$ cat src/rtl/om_sched_if.sv
// Signal group joining a bundle producer, the om_sched sequencer, the OM_top
// multiplier and the result consumer.
interface om_sched_if #(
   parameter int Stage = 8
);
   localparam int WL  = 2 * Stage;
   localparam int XYW = Stage * (Stage - 1) + 1;
   localparam int YXW = Stage * (Stage - 1);

   logic           in_valid;
   logic           in_ready;
   logic [WL-1:0]  in_x;
   logic [WL-1:0]  in_y;
   logic [XYW-1:0] in_xY;
   logic [YXW-1:0] in_yX;

   logic [WL-1:0]  om_x;
   logic [WL-3:0]  om_y;
   logic [XYW-1:0] om_xY;
   logic [YXW-1:0] om_yX;
   logic           om_nReset;
   logic [WL-1:0]  om_z;

   logic           res_valid;
   logic           res_ready;
   logic [WL-1:0]  res_z;

   logic           busy;
   logic [15:0]    done_cnt;

   modport slave (
      input  in_valid, in_x, in_y, in_xY, in_yX, om_z, res_ready,
      output in_ready, om_x, om_y, om_xY, om_yX, om_nReset,
             res_valid, res_z, busy, done_cnt
   );

   modport master (
      output in_valid, in_x, in_y, in_xY, in_yX, om_z, res_ready,
      input  in_ready, om_x, om_y, om_xY, om_yX, om_nReset,
             res_valid, res_z, busy, done_cnt
   );
endinterface

$ cat src/rtl/om_sched.sv
// Operation sequencer for OM_top: holds each accepted operand bundle for CalcCycles,
// captures z into a one-entry result slot, then clears the multiplier for ClrCycles.
module om_sched #(
   parameter int Stage      = 8,
   parameter int CalcCycles = 2,
   parameter int ClrCycles  = 1
) (
   input logic       clk,
   input logic       Reset,
   om_sched_if.slave bus
);
   localparam int WL  = 2 * Stage;
   localparam int XYW = Stage * (Stage - 1) + 1;
   localparam int YXW = Stage * (Stage - 1);
   localparam logic [7:0] CALC_INIT = 8'(CalcCycles);
   localparam logic [7:0] CLR_INIT  = 8'(ClrCycles);

   typedef enum logic [1:0] {
      CLEAR = 2'd0,
      IDLE  = 2'd1,
      CALC  = 2'd2,
      HOLD  = 2'd3
   } state_t;

   state_t     state_r;
   state_t     state_nxt_s;
   logic [7:0] cnt_r;
   logic [7:0] cnt_nxt_s;
   logic       load_s;
   logic       cap_s;
   logic       slot_free_s;
   logic       unused_s;

   // The two low multiplier digits are not used by OM_top.
   assign unused_s    = ^bus.in_y[1:0];
   assign slot_free_s = !bus.res_valid || bus.res_ready;
   assign bus.in_ready = (state_r == IDLE);
   assign bus.busy     = (state_r != IDLE);

   // Next-state, shared cycle counter, operand load and result capture decisions.
   always_comb begin
      state_nxt_s = state_r;
      cnt_nxt_s   = cnt_r;
      load_s      = 1'b0;
      cap_s       = 1'b0;
      case (state_r)
         CLEAR: begin
            if (cnt_r == 8'd1) begin
               state_nxt_s = IDLE;
            end else begin
               cnt_nxt_s = cnt_r - 8'd1;
            end
         end
         IDLE: begin
            if (bus.in_valid) begin
               load_s      = 1'b1;
               cnt_nxt_s   = CALC_INIT;
               state_nxt_s = CALC;
            end else begin
               state_nxt_s = IDLE;
            end
         end
         CALC: begin
            if (cnt_r == 8'd1) begin
               if (slot_free_s) begin
                  cap_s       = 1'b1;
                  cnt_nxt_s   = CLR_INIT;
                  state_nxt_s = CLEAR;
               end else begin
                  state_nxt_s = HOLD;
               end
            end else begin
               cnt_nxt_s = cnt_r - 8'd1;
            end
         end
         HOLD: begin
            // Operands stay put so the multiplier keeps z stable until the slot frees.
            if (slot_free_s) begin
               cap_s       = 1'b1;
               cnt_nxt_s   = CLR_INIT;
               state_nxt_s = CLEAR;
            end else begin
               state_nxt_s = HOLD;
            end
         end
         default: begin
            cnt_nxt_s   = CLR_INIT;
            state_nxt_s = CLEAR;
         end
      endcase
   end

   // State, counter, multiplier drive, result slot and completion counter registers.
   always_ff @(posedge clk) begin
      if (Reset) begin
         state_r       <= CLEAR;
         cnt_r         <= CLR_INIT;
         bus.om_nReset <= 1'b0;
         bus.om_x      <= {WL{1'b0}};
         bus.om_y      <= {(WL-2){1'b0}};
         bus.om_xY     <= {XYW{1'b0}};
         bus.om_yX     <= {YXW{1'b0}};
         bus.res_valid <= 1'b0;
         bus.res_z     <= {WL{1'b0}};
         bus.done_cnt  <= 16'd0;
      end else begin
         state_r       <= state_nxt_s;
         cnt_r         <= cnt_nxt_s;
         bus.om_nReset <= (state_nxt_s != CLEAR);
         if (load_s) begin
            bus.om_x  <= bus.in_x;
            bus.om_y  <= bus.in_y[WL-1:2];
            bus.om_xY <= bus.in_xY;
            bus.om_yX <= bus.in_yX;
         end
         // A capture on the same edge as a drain keeps the slot full with the new product.
         if (cap_s) begin
            bus.res_z     <= bus.om_z;
            bus.res_valid <= 1'b1;
            bus.done_cnt  <= bus.done_cnt + 16'd1;
         end else if (bus.res_ready) begin
            bus.res_valid <= 1'b0;
         end
      end
   end
endmodule

$ cat src/flat_wrapper.sv
// flat-port wrapper written by rule: the top's interface ports become plain ports
module om_sched_flat 
#(
   parameter int Stage      = 8,
   parameter int CalcCycles = 2,
   parameter int ClrCycles  = 1
)
  (clk, Reset, bus_in_valid, bus_in_x, bus_in_y, bus_in_xY, bus_in_yX, bus_om_z, bus_res_ready, bus_in_ready, bus_om_x, bus_om_y, bus_om_xY, bus_om_yX, bus_om_nReset, bus_res_valid, bus_res_z, bus_busy, bus_done_cnt);
  om_sched_if #(.Stage(Stage)) bus_i ();
  input logic clk;
  input logic Reset;
  input wire logic [$bits(bus_i.in_valid)-1:0] bus_in_valid;
  input wire logic [$bits(bus_i.in_x)-1:0] bus_in_x;
  input wire logic [$bits(bus_i.in_y)-1:0] bus_in_y;
  input wire logic [$bits(bus_i.in_xY)-1:0] bus_in_xY;
  input wire logic [$bits(bus_i.in_yX)-1:0] bus_in_yX;
  input wire logic [$bits(bus_i.om_z)-1:0] bus_om_z;
  input wire logic [$bits(bus_i.res_ready)-1:0] bus_res_ready;
  output wire logic [$bits(bus_i.in_ready)-1:0] bus_in_ready;
  output wire logic [$bits(bus_i.om_x)-1:0] bus_om_x;
  output wire logic [$bits(bus_i.om_y)-1:0] bus_om_y;
  output wire logic [$bits(bus_i.om_xY)-1:0] bus_om_xY;
  output wire logic [$bits(bus_i.om_yX)-1:0] bus_om_yX;
  output wire logic [$bits(bus_i.om_nReset)-1:0] bus_om_nReset;
  output wire logic [$bits(bus_i.res_valid)-1:0] bus_res_valid;
  output wire logic [$bits(bus_i.res_z)-1:0] bus_res_z;
  output wire logic [$bits(bus_i.busy)-1:0] bus_busy;
  output wire logic [$bits(bus_i.done_cnt)-1:0] bus_done_cnt;
  assign bus_i.in_valid = bus_in_valid;
  assign bus_i.in_x = bus_in_x;
  assign bus_i.in_y = bus_in_y;
  assign bus_i.in_xY = bus_in_xY;
  assign bus_i.in_yX = bus_in_yX;
  assign bus_i.om_z = bus_om_z;
  assign bus_i.res_ready = bus_res_ready;
  assign bus_in_ready = bus_i.in_ready;
  assign bus_om_x = bus_i.om_x;
  assign bus_om_y = bus_i.om_y;
  assign bus_om_xY = bus_i.om_xY;
  assign bus_om_yX = bus_i.om_yX;
  assign bus_om_nReset = bus_i.om_nReset;
  assign bus_res_valid = bus_i.res_valid;
  assign bus_res_z = bus_i.res_z;
  assign bus_busy = bus_i.busy;
  assign bus_done_cnt = bus_i.done_cnt;
  om_sched #(.Stage(Stage), .CalcCycles(CalcCycles), .ClrCycles(ClrCycles)) u_core (.clk(clk), .Reset(Reset), .bus(bus_i));
endmodule
$ cat config.mk
export PLATFORM = sky130hd
export DESIGN_NAME = om_sched_flat
export DESIGN_NICKNAME = d
export VERILOG_FILES = /design/src/rtl/om_sched_if.sv /design/src/rtl/om_sched.sv /design/src/flat_wrapper.sv
export SDC_FILE = /design/constraint.sdc
export NUM_CORES = 1
export LEC_CHECK = 0
export BUFFER_PORTS_ARGS = -buffer_cell sky130_fd_sc_hd__buf_2
export CORE_ASPECT_RATIO = 0.7
export CORE_MARGIN = 2
export CORE_UTILIZATION = 46
export CTS_CLUSTER_DIAMETER = 50
export DETAILED_ROUTE_END_ITERATION = 8
export GPL_ROUTABILITY_DRIVEN = 1
export PLACE_DENSITY_LB_ADDON = 0.08
export SYNTH_ARGS = -nofsm -noshare
export SYNTH_HDL_FRONTEND = slang
export SYNTH_SLANG_ARGS = --single-unit
$ cat constraint.sdc
create_clock -name clk -period 2.4 [get_ports clk]
set_clock_uncertainty 0.1 [all_clocks]
set_input_delay 0.24 -clock clk [delete_from_list [all_inputs] [get_ports clk]]
set_output_delay 0.24 -clock clk [all_outputs]
set_load 0.05 [all_outputs]
; Word level (Yosys, flattened, before mapping)
; Cells that the tools add are included.
[op_classes]
n_mul = 0
order_cmp = 0
n_div = 0
reduce_logical = 6
addsub = 2
shift = 0
n_mux = 17
n_eq_ne = 7
n_bitwise = 0
[ops]
columns = op, n
row1 = $mux W8, 4
row2 = $pmux W8 S4, 1
row3 = $add A16 B1 Y16 const B, 1
row4 = $eq A8 B1 Y1 const B, 1
row5 = $mux W2, 4
row6 = $pmux W2 S4, 1
row7 = $sub A8 B1 Y8 const B, 1
row8 = $mux W1, 6
row9 = $eq A2 B2 Y1 const B, 2
row10 = $ne A2 B2 Y1 const B, 2
row11 = $reduce_bool A2 Y1, 2
row12 = $eq A2 B1 Y1 const B, 1
row13 = $logic_not A2 Y1, 1
row14 = $ne A2 B1 Y1 const B, 1
row15 = $pmux W1 S2, 1
row16 = $reduce_and A2 Y1, 1
row17 = $logic_not A1 Y1, 1
row18 = $logic_or A1 B1 Y1, 1
[totals]
ramBits = 0
output_inout_bits = 179
latchBits = 0
reg_bits = 187
word_cells = 42
romBits = 0
inputBits = 165
mem_count = 0

; Longest topological paths before layout
; Gate-level depths: netlist of run 1.
[logic_depth]
ltp_word = 6
ltp_mapped = 9
depth_no_buf = 6

; Least setup slack after synthesis of run 1
; Ideal clock, no wire load.
[synth_path]
path_kind = reg-to-reg
startpoint = register u_core.state_r[1]
endpoint = register u_core.bus.om_xY[46]
n_path_buf = 3
stages_incl_launch_ff = 9
setup_ns = 0.070
synth_period_minus_slack_ns = 2.281
arrival_time_ns = 2.110
slack_ns = 0.119
required_time_ns = 2.230
cell_sequence = dfxtp_1 -> buf_2 -> nand2b_1 -> inv_2 -> nand2_1 -> buf_2 -> clkbuf_1 -> nand2_1 -> a21oi_1
[synth_via]
elab_chain_len = 2
[synth_lines]
columns = item, line_no
row1 = "start, declared", om_sched.sv:25  ; state_t state_r;
row2 = "start signal, assigned", om_sched.sv:107  ; state_r <= state_nxt_s;
row3 = $eq A2 B1 Y1, -
row4 = net bus_in_ready, flat_wrapper.sv:19  ; output wire logic [$bits(bus_i.in_ready)-1:0] bus_in_ready;
row5 = $mux W1, om_sched.sv:46  ; case (state_r)
row6 = "end signal, assigned", om_sched.sv:101  ; bus.om_xY <= {XYW{1'b0}};
row7 = "end signal, assigned", om_sched.sv:113  ; bus.om_xY <= bus.in_xY;
row8 = "end, declared", om_sched_if.sv:33  ; output in_ready, om_x, om_y, om_xY, om_yX, om_nReset,
; The timed path passes the listed nets, and every way through them passes these cells.
; A chain may end at the register's enable or synchronous reset.

; Worst setup path in the final report of run 1
[layout_path]
startpoint = register u_core.cnt_r[1]
endpoint = register u_core.bus.done_cnt[10] (netlist bit)
[layout_via]
elab_chain_len = 3
[layout_lines]
columns = item, line_no
row1 = "start, declared", om_sched.sv:27  ; logic [7:0] cnt_r;
row2 = "start signal, assigned", om_sched.sv:108  ; cnt_r <= cnt_nxt_s;
row3 = $eq A8 B1 Y1, om_sched.sv:64  ; if (cnt_r == 8'd1) begin
row4 = $mux W1, om_sched.sv:64
row5 = $pmux W1 S2, om_sched.sv:46
row6 = "end signal, assigned", om_sched.sv:120  ; bus.done_cnt <= bus.done_cnt + 16'd1;
row7 = "end, declared", om_sched_if.sv:34  ; res_valid, res_z, busy, done_cnt
; No other way between the ends.

==> impl_summary.txt, run 1 <==
----------------------------------------------------
[Outcome]
  Status ... finished, final reports clean

[Detailed routing]
  Final wirelength ... approximately 23 mm
  Average wire length per cell after detail routing ... roughly 15 um
  Met2 WL ... about 11 mm
  Routed length on met3 ... 1.49 mm
  First-pass detailed-route iteration total ... 5
  Iteration-0 DRC Markers ... 444
  Via-per-instance ratio ... 4.98
  Number of DRC violations after detailed routing ... 0
  Met1 WL ... 9.58 mm
  Number of antenna-violating nets in the routed design ... 0
  Top layer in use ... met4
  Via Count ... 7672

[Global route]
  GRT Resource Usage Total ... 27.9%
  Number of global-route vias before repair ... 7389
  Remaining global-route overflow ... 0
  Initial antenna violation count ... 0
  Largest net degree at the start of global routing ... 65
  First-pass GRT wire length ... 36.1 mm

[Worst setup path]
  Critical path capture point type ... register
  Critical R2R Capture ... u_core.bus.done_cnt[10]
  Arr. time, crit path ... 2.44 ns
  Type of origin of the critical path ... register
  Critical path fanouts, max ... around 50
  Worst Path Required ... 2.61 ns
  R2r setup slk ... 0.17 ns
  Path type of the worst setup path ... reg2reg
  Reg2reg start ... u_core.cnt_r[1]
  Depth of the worst register-to-register path ... 7

[Floorplanning]
  Total die area ... around 0.016 mm^2
  X dimension of the die ... roughly 150 um
  Die extent in y ... 107 um
  Rows ... 37
  Initial Util ... between 40% and 50%
  I/O pins ... 344
  Core Area ... 0.0147 mm^2

[Power and ir drop]
  Cell internal pwr ... between 5 and 6 mW
  Register share of total power ... 36.7%
  Switching fraction of total power ... 40.0%
  Largest voltage drop on the vdd net ... 0.719 mV
  Sw Pwr ... around 4 mW
  Clock network power share ... 27.2%
  Power density of the placed cells ... 911 mW/mm^2
  Portion of total power attributed to combinational logic ... 36.1%
  Static leakage power ... 4.87 nW

[Final layout]
  Layout net count ... ~1.5k
  Final antenna diode count ... 0
  Area growth from synthesis to final layout ... 58.6%
  Fin util ... 74.6%
  Fraction of final layout cells sized beyond drive strength 1 ... 29.8%

[Flow run]
  # Max-Cap Violations ... 0

[Yosys]
  Mean cell area of the mapped netlist ... ~8.0 um^2
  Number of warning messages in the yosys log ... 0
  Post-synth cell types ... 40
  Share of synthesized area occupied by flip-flops and latches ... between 50% and 60%
  Synthesized flop and latch total ... about 190
  FFs w/ async S/R, synth ... 0%
  Summed instance area of the synthesized netlist ... approximately 0.0069 mm^2
  Post-synth net total ... a little over 1k
  Synth Flop Type ... dfxtp_1
  Mapped Cells ... 865
  Number of enable flip-flop cells after synthesis ... 0

[Clock network]
  Clock slew at reported path FFs ... 0.07 ns
  Sink Count ... 187
  Clk buf depth ... 2
  CTS buffer count ... 17
  Clock tree from TritonCTS ... built
  CTS Root Cell ... clkbuf_16
  Number of H-tree branching levels ... 4
  Clock latency reported for the late side of the worst-skew pair ... roughly 0.42 ns

[Timing]
  Max Freq ... 0.449 GHz
  Share of the clock period used by the worst path ... 92.9%
  Slew at the pin with the worst max-slew slack ... 0.641 ns
  Shortest period the worst path allows ... 2.23 ns
  Setup repair after global routing missed its margin ... no
  Final Setup Violations ... 0
  Worst rel slew slack ... 57.2%
  Number of max-slew violations in the final report ... 0
  Sum Neg Setup Slack ... 0 ns
  Final hold violation count ... 0

[Placement]
  Port Buf Inserts ... 341
  Final GP Congestion ... ~0.8
  HPWL reported at the end of detailed placement ... 14.0 mm

[Min path]
  Hold Path Origin ... bus_in_yX[52]
  Worst hold path endpoint ... u_core.bus.om_yX[52]
  Worst Hold Depth ... 3
  Class of the tightest hold or removal check ... in2reg

----------------------------------------------------
==> routing by layer <==
layer	global-route usage (%)	vias up
met5	0	-
met4	10.9	0
met3	7.17	43
met2	47.6	257
met1	33.7	3535
li1	-	3837
==> how the worst max path moves through the flow <==
stage                      start                 endpoint  slack (ns)  cells after the start
5_1_grt          u_core.cnt_r[1]  u_core.bus.done_cnt[10]        0.02                      7
4_1_cts          u_core.cnt_r[1]  u_core.bus.done_cnt[14]        0.18                      7
6_report         u_core.cnt_r[1]  u_core.bus.done_cnt[10]        0.17                      7
2_1_floorplan  u_core.state_r[1]     u_core.bus.om_xY[46]        0.12                      8
3_3_place_gp     u_core.cnt_r[1]  u_core.bus.done_cnt[10]        0.24                      7
3_5_place_dp     u_core.cnt_r[1]  u_core.bus.done_cnt[14]        0.18                      7
==> registers in the layout, indices dropped and copies added, names as in the netlist <==
signal,count
u_core.bus.res_z,16
u_core.bus.om_yX,56
u_core.bus.res_valid,1
u_core.state_r,2
u_core.bus.om_x,16
u_core.bus.om_xY,57
u_core.bus.om_nReset,1
u_core.cnt_r,8
u_core.bus.om_y,14
u_core.bus.done_cnt,16
==> critical path: stages (launching register included) <==
cell and delay [ns]:
dfxtp_1 0.33, inv_1 0.08, ha_1 0.18, nor3b_1 0.39, a21oi_2 0.15, buf_12 0.20, nor4b_1 0.33, mux2_2 0.37
==> synthesized netlist by cell type (4+ instances only) <==
master / n / share of area (%)
dfxtp_1: 187 / 54
nor2_1: 13 / 0.71
a21oi_1: 177 / 13
inv_1: 8 / 0.43
buf_2: 12 / 0.87
o21ai_0: 21 / 1.5
nor3_1: 6 / 0.43
nand3_1: 23 / 1.7
and2_1: 5 / 0.45
or4_1: 10 / 1.1
clkbuf_1: 45 / 2.4
buf_1: 8 / 0.43
nand4_1: 4 / 0.36
o31ai_1: 10 / 1.1
nand2_1: 292 / 16
==> metrics by stage <==
step	instance area (um^2)	hold WS [ns]	total power, mW	setup slack (ns)	instances
6_report	11000	0.0177	9.98	0.171	1542
5_1_grt	11000	0.00767	10.5	0.0230	1542
4_1_cts	11000	0.00348	9.99	0.176	1542
3_5_place_dp	8790	0.344	7.08	0.176	1352
3_3_place_gp	8790	0.339	7.05	0.241	1352
2_1_floorplan	6900	0.276	6.15	0.119	865
==> cell families after synthesis <==
family | Yosys count | synth area share (%)
and+or+nand+nor | 372 | 22.7
AOI/OAI and AO/OA | 225 | 17.6
DFF | 187 | 54.2
buffers and inverters | 75 | 4.40
muxes | 3 | 0.489
adders and majority gates | 3 | 0.544
==> power groups by stage <==
| stage | Sequential (mW) | Combinational, mW | Clock [mW] |
|---|---|---|---|
| floorplan | 4.64 | 1.51 | 0 |
| global placement | 3.72 | 3.34 | 0 |
| global route | 3.71 | 3.86 | 2.89 |
| CTS | 3.66 | 3.56 | 2.77 |
| finish | 3.66 | 3.60 | 2.71 |
| detailed placement | 3.73 | 3.35 | 0 |
==> placed cells by master, fill, tap and decap left out, drive strengths merged, types with 2 or more instances in the layout <==
master       count
o31ai           10
nor2b            3
and2             5
buf            358
clkbuf          19
clkinv           7
nor3             6
nor4             4
mux2             3
ha               3
dfxtp          187
a31oi            2
a21o             2
inv             15
nor3b            2
a21oi          178
or4             10
dlygate4sd3    158
nor2            13
nand3           23
nand4            4
nand2          292
a311o            2
and4             2
nand2b           3
o21ai           21
nor4b            3
a31o             3
==> cell type report <==
cell class | instances | area (um^2)
repair buffers | 516 | 3480
well taps | 195 | 244
flip-flops and latches | 187 | 3740
clock buffers | 19 | 453
fillers | 1101 | 3720
clock inverters | 13 | 125
multi-input cells | 603 | 2870
inverters | 9 | 33.8
==> what timing repair did <==
action                                  CTS  global route
endpoints found under the hold margin   158             0
buffers inserted                          0             0
hold buffers                            158             0
endpoints found under the setup margin    0             0
resized for setup                         0             0
Power figures use the tool's default switching activity.
==> run 2, diff against run 1 <==
--- a/config.mk
+++ b/config.mk
@@ -7,5 +7,5 @@
 export LEC_CHECK = 0
 export BUFFER_PORTS_ARGS = -buffer_cell sky130_fd_sc_hd__buf_2
-export CORE_ASPECT_RATIO = 0.7
+export CORE_ASPECT_RATIO = 0.6
 export CORE_MARGIN = 2
 export CORE_UTILIZATION = 46
@@ -13,4 +13,5 @@
 export DETAILED_ROUTE_END_ITERATION = 8
 export GPL_ROUTABILITY_DRIVEN = 1
+export HOLD_SLACK_MARGIN = 0.05
 export PLACE_DENSITY_LB_ADDON = 0.08
 export SYNTH_ARGS = -nofsm -noshare
==> constraint.sdc (replaced) <==
create_clock -name clk -period 2.4 [get_ports clk]
set_clock_uncertainty 0.1 [all_clocks]
set_input_delay 0.36 -clock clk [delete_from_list [all_inputs] [get_ports clk]]
set_output_delay 0.36 -clock clk [all_outputs]
set_load 0.05 [all_outputs]
==> impl_summary.txt, run 2 (synthesized netlist as in run 1, its figures left out) <==
----------------------------------------------------
[Detailed routing]
  Average wire length per cell after detail routing ... 14.1 um (-5.3%)
  Via Count ... 6849 (-11%)
  Number of DRC violations after detailed routing ... 0 (unchanged)
  First-pass detailed-route iteration total ... 5 (unchanged)
  Iteration-0 DRC Markers ... 559 (+26%)
  Number of antenna-violating nets in the routed design ... 0 (unchanged)
  Final wirelength ... 19.6 mm (-15%)
  Via-per-instance ratio ... 4.94 (-0.75%)

[Floorplanning]
  Initial Util ... 47.3% (+0.27 points)
  Rows ... 34 (-8.1%)
  X dimension of the die ... 162 um (+7.8%)
  Die extent in y ... 98.9 um (-7.1%)
  Core Area ... 0.0146 mm^2 (-0.57%)
  Total die area ... 0.0160 mm^2 (about the same)
  I/O pins ... 344 (unchanged)

[Power and ir drop]
  Clock network power share ... 27.9% (+0.7 points)
  Cell internal pwr ... 5.84 mW (-2.4%)
  Largest voltage drop on the vdd net ... 0.429 mV (-40%)
  Sw Pwr ... 3.89 mW (-2.7%)
  Power density of the placed cells ... 1040 mW/mm^2 (+14%)
  Switching fraction of total power ... 40.0% (-0.066 points)
  Register share of total power ... 37.7% (+1.0 points)
  Portion of total power attributed to combinational logic ... 34.4% (-1.7 points)
  Static leakage power ... 4.17 nW (-14%)

[Flow run]
  # Max-Cap Violations ... 0 (unchanged)

[Final layout]
  Fraction of final layout cells sized beyond drive strength 1 ... 33.7% (+3.8 points)
  Layout net count ... 1343 (-11%)
  Max reg flops ... 57 (unchanged)
  Area growth from synthesis to final layout ... 35.3%
  Fin util ... 64.0% (-11 points)
  Largest regs ... u_core.bus.om_xY (57), u_core.bus.om_yX (56)
  Most used cells in the layout excluding fill and tap cells ... 340 x buf_2, 291 x nand2_1, 187 x dfxtp_1
  Most common cell after layout, fill and taps aside ... buf_2
  Final cell area excluding filler cells ... 0.00934 mm^2 (-15%)
  Most flop-heavy register ... u_core.bus.om_xY

[Placement]
  Final GP Congestion ... 0.835 (+6.0%)
  Pre-CTS worst setup slack ... 0.135 ns (-0.0410 ns)
  Port Buf Inserts ... 341 (unchanged)
  HPWL reported at the end of detailed placement ... 13.8 mm (-1.7%)
  Area after DPL ... 0.00876 mm^2 (-0.33%)

[Clock network]
  Setup bufs post-CTS ... 0 (unchanged)
  Number of buffers inserted by hold repair at cts ... 0 (-100%)
  Clock slew at reported path FFs ... 0.07 ns (about the same)
  Number of H-tree branching levels ... 4 (unchanged)
  CTS buffer count ... 17 (unchanged)
  Sink Count ... 187 (unchanged)
  CTS Root Cell ... clkbuf_16
  Clock latency reported for the late side of the worst-skew pair ... 0.42 ns (about the same)
  Clk buf depth ... 2 (unchanged)
  Clock tree from TritonCTS ... built

[Timing]
  Worst rel slew slack ... 61.4% (+4.1 points)
  Shortest period the worst path allows ... 2.14 ns (-0.0910 ns)
  Final hold violation count ... 0 (unchanged)
  Final Setup Violations ... 0 (unchanged)
  Max Freq ... 0.468 GHz (+4.3%)
  Setup slack after layout ... 0.262 ns (+0.0910 ns)
  Post-route worst hold slack ... 0.0698 ns (+0.0521 ns)
  Share of the clock period used by the worst path ... 89.1% (-3.8 points)
  Slew at the pin with the worst max-slew slack ... 0.580 ns (-0.0616 ns)
  Setup repair after global routing missed its margin ... no
  Sum Neg Setup Slack ... 0 ns (unchanged)
  Number of max-slew violations in the final report ... 0 (unchanged)

[Global route]
  First-pass GRT wire length ... 31.2 mm (-14%)
  Number of global-route vias before repair ... 6217 (-16%)
  Initial antenna violation count ... 1 (+1)
  Largest net degree at the start of global routing ... 93 (+43%)
  GRT Resource Usage Total ... 23.9% (-4.0 points)
  Remaining global-route overflow ... 0 (unchanged)

[Worst setup path]
  Type of origin of the critical path ... register
  Reg2reg start ... u_core.cnt_r[1]
  R2r setup slk ... 0.26 ns (+0.09 ns)
  Depth of the worst register-to-register path ... 7 (unchanged)
  Critical path fanouts, max ... 13 (-73%)
  Path type of the worst setup path ... reg2reg
  Timing startpoint of the critical path ... u_core.cnt_r[1]
  Critical path capture point type ... register
  Worst Path Required ... 2.64 ns (+0.03 ns)
  Critical R2R Capture ... u_core.bus.done_cnt[8]
  Arr. time, crit path ... 2.38 ns (-0.06 ns)

[Outcome]
  Status ... finished, final reports clean

[Min path]
  Worst Hold Depth ... 3 (unchanged)
  Worst hold path endpoint ... u_core.bus.om_x[9]
  Class of the tightest hold or removal check ... in2reg
  Hold Path Origin ... bus_in_x[9]

----------------------------------------------------
-- run 2: cell type report --
type                            instances  area (um^2)
Antenna cell                            1         2.50
Clock buffer                           19          433
Clock inverter                         13          138
Fill cell                            1372         5250
Inverter                                9         33.8
Multi-Input combinational cell        603         2870
Sequential cell                       187         3740
Tap cell                              198          248
Timing Repair Buffer                  357         1870
-- run 2: worst max path at each step --
stage,end,slack (ns),cells after the start
after floorplan,u_core.bus.om_xY[46],0.12,8
after global placement,u_core.bus.done_cnt[8],0.20,7
after detailed placement,u_core.bus.done_cnt[8],0.14,7
after CTS,u_core.bus.done_cnt[8],0.11,7
after global routing,u_core.bus.done_cnt[13],0.11,7
final,u_core.bus.done_cnt[8],0.26,7
-- run 2: stage by stage --
step / power [mW] / std cells
6_report: 9.72 / 1387
5_1_grt: 10.2 / 1386
4_1_cts: 9.78 / 1386
3_5_place_dp: 7.07 / 1354
3_3_place_gp: 7.05 / 1354
2_1_floorplan: 6.15 / 865
-- run 2: what timing repair did --
item	4_1_cts	5_1_grt
hold endpoints to repair	0	0
gates resized for setup	0	1
endpoints found under the setup margin	0	10
-- run 2: critical path: stages (launching register included) --
cell and delay, ns:
dfxtp_1 0.32, inv_1 0.08, ha_1 0.17, nor3b_2 0.29
a21oi_2 0.22, buf_4 0.23, or4_1 0.50, a21oi_1 0.14
-- run 2: power groups by stage --
stage	logic, mW	clock network (mW)	registers, mW
after floorplan	1.51	0	4.64
after global placement	3.33	0	3.72
after detailed placement	3.34	0	3.73
after CTS	3.35	2.77	3.66
after global routing	3.63	2.89	3.71
final	3.35	2.71	3.66
-- run 2: per-layer routing --
metal | wire length, um | track usage [%] | vias to the layer above
li1 | - | - | 3520
met1 | 8770 | 30.9 | 3094
met2 | 9260 | 39.1 | 215
met3 | 1300 | 6.90 | 20
met4 | 250 | 7.28 | 0
met5 | 0 | 0 | -
==> run 3, diff against run 2 <==
- PLACE_DENSITY: unset -> 0.78
- PLACE_DENSITY_LB_ADDON: 0.08 -> unset
==> impl_summary.txt, run 3 (synthesized netlist as in run 1, its figures left out) <==
----------------------------------------------------
[Clock network]
  Number of H-tree branching levels ... 4 (unchanged)
  Clk buf depth ... 2 (unchanged)
  Sink Count ... 187 (unchanged)
  Clock tree from TritonCTS ... built
  CTS buffer count ... 17 (unchanged)
  Clock latency reported for the late side of the worst-skew pair ... 0.41 ns (about the same)
  CTS Root Cell ... clkbuf_16
  Number of buffers inserted by hold repair at cts ... 0 (unchanged)
  Clock slew at reported path FFs ... 0.08 ns (about the same)

[Final layout]
  Most used cells in the layout excluding fill and tap cells ... 340 x buf_2, 291 x nand2_1, 187 x dfxtp_1
  Most common cell after layout, fill and taps aside ... buf_2
  Max reg flops ... 57 (unchanged)
  Largest regs ... u_core.bus.om_xY (57), u_core.bus.om_yX (56)
  Sequential cell area in the final layout ... 0.00374 mm^2 (unchanged)
  Layout net count ... 1344 (+0.074%)
  Most flop-heavy register ... u_core.bus.om_xY
  Multi-input gate area in the final layout ... 0.00288 mm^2 (+0.17%)
  Area growth from synthesis to final layout ... 35.4% (about the same)
  Filler cells ... 1334 (-2.8%)
  Fraction of final layout cells sized beyond drive strength 1 ... 33.8% (+0.17 points)

[Power and ir drop]
  Register share of total power ... 37.9% (+0.2 points)
  Clock network power share ... 27.5% (-0.4 points)
  Power density of the placed cells ... 1040 mW/mm^2 (-0.52%)
  Portion of total power attributed to combinational logic ... 34.6% (+0.2 points)
  Cell internal pwr ... 5.76 mW (-1.4%)
  Static leakage power ... 4.17 nW (+0.14%)
  Switching fraction of total power ... 40.5% (+0.55 points)
  Largest voltage drop on the vdd net ... 0.686 mV (+60%)
  Sw Pwr ... 3.92 mW (+0.92%)

[Timing]
  Worst rel slew slack ... 63.3% (+2.0 points)
  Final Setup Violations ... 0 (unchanged)
  Number of max-slew violations in the final report ... 0 (unchanged)
  Sum Neg Setup Slack ... 0 ns (unchanged)
  Final hold violation count ... 0 (unchanged)
  Post-route worst hold slack ... 0.0719 ns (+0.00210 ns)
  Share of the clock period used by the worst path ... 90.3% (+1.2 points)
  Setup repair after global routing missed its margin ... no
  Slew at the pin with the worst max-slew slack ... 0.549 ns (-0.0307 ns)
  Shortest period the worst path allows ... 2.17 ns (+0.0291 ns)
  Setup slack after layout ... 0.233 ns (-0.0291 ns)
  Max Freq ... 0.461 GHz (-1.3%)

[Floorplanning]
  Die extent in y ... 98.9 um (unchanged)
  X dimension of the die ... 162 um (unchanged)
  Total die area ... 0.0160 mm^2 (unchanged)
  Core Area ... 0.0146 mm^2 (unchanged)
  I/O pins ... 344 (unchanged)
  Rows ... 34 (unchanged)
  Initial Util ... 47.3% (unchanged)

[Global route]
  Largest net degree at the start of global routing ... 90 (-3.2%)
  Initial antenna violation count ... 2 (+1)
  GRT Resource Usage Total ... 24.3% (+0.42 points)
  First-pass GRT wire length ... 31.7 mm (+1.4%)
  Number of global-route vias before repair ... 6425 (+3.3%)
  Remaining global-route overflow ... 0 (unchanged)

[Placement]
  HPWL reported at the end of detailed placement ... 14.5 mm (+5.4%)
  Final GP Congestion ... 0.815 (-2.4%)
  Port Buf Inserts ... 341 (unchanged)
  Pre-CTS worst setup slack ... 0.131 ns (-0.00467 ns)

[Detailed routing]
  Final wirelength ... 20.1 mm (+2.6%)
  Via Count ... 6930 (+1.2%)
  Iteration-0 DRC Markers ... 526 (-5.9%)
  First-pass detailed-route iteration total ... 5 (unchanged)
  Average wire length per cell after detail routing ... 14.5 um (+2.6%)
  Number of antenna-violating nets in the routed design ... 0 (unchanged)
  Via-per-instance ratio ... 5.00 (+1.2%)
  Number of DRC violations after detailed routing ... 0 (unchanged)

[Worst setup path]
  Arr. time, crit path ... 2.36 ns (-0.02 ns)
  Critical path capture point type ... register
  Type of origin of the critical path ... register
  Critical path fanouts, max ... 50 (+37)
  Worst Path Required ... 2.59 ns (-0.05 ns)
  Path type of the worst setup path ... reg2reg

[Flow run]
  # Max-Cap Violations ... 0 (unchanged)

[Min path]
  Class of the tightest hold or removal check ... in2reg

[Outcome]
  Status ... finished, final reports clean

----------------------------------------------------
-- run 3: worst max-delay path, stage by stage, from the launching register on --
cell     delay, ns
dfxtp_1       0.33
inv_1         0.08
ha_1          0.20
nor3b_2       0.27
a21oi_2       0.11
buf_12        0.20
nor4b_1       0.38
mux2_2        0.37
-- run 3: repair_timing --
action,CTS,global route
buffers inserted,0,0
endpoints found under the setup margin,0,4
resized for setup,0,2
-- run 3: cell type report --
cell class	count	area share [%]
clock buffers	19	4.74
multi-input cells	603	30.8
inverters	9	0.361
clock inverters	12	1.16
diodes	1	0.0268
well taps	198	2.65
repair buffers	358	20.2
flip-flops and latches	187	40.1
-- run 3: per-layer routing --
| layer | part of all wire, % | wire [um] | track usage (%) | vias up |
|---|---|---|---|---|
| li1 | - | - | - | 3515 |
| met1 | 42 | 8440 | 29.8 | 3190 |
| met2 | 48 | 9680 | 41.4 | 204 |
| met3 | 8.6 | 1730 | 7.91 | 19 |
| met4 | 1.1 | 225 | 6.74 | 2 |
| met5 | 0.065 | 13 | 0 | - |
-- run 3: power by group through the flow --
stage          clock [mW]  sequential [mW]  combinational [mW]
6_report             2.66             3.67                3.35
5_1_grt              2.85             3.72                3.64
4_1_cts              2.71             3.67                3.34
3_5_place_dp            0             3.73                3.33
3_3_place_gp            0             3.72                3.29
2_1_floorplan           0             4.64                1.51
-- run 3: path summary, 6_finish.rpt --
kind / start / end / slack (ns) / cells past startpoint
min reg2reg: u_core.bus.om_yX[31] / u_core.bus.om_yX[31] / 0.35 / 2
max reg2reg: u_core.cnt_r[1] / u_core.bus.done_cnt[10] / 0.23 / 7
max: u_core.cnt_r[1] / u_core.bus.done_cnt[10] / 0.23 / 7
min: bus_in_x[15] / u_core.bus.om_x[15] / 0.07 / 3
-- run 3: metrics by stage --
step	cell area, um^2	total power [mW]	cells	util, %
finish	9350	9.68	1387	64.1
global route	9350	10.2	1387	64.1
CTS	9330	9.71	1386	64.0
detailed placement	8780	7.07	1355	60.2
global placement	8780	7.01	1355	60.2
floorplan	6900	6.15	865	-
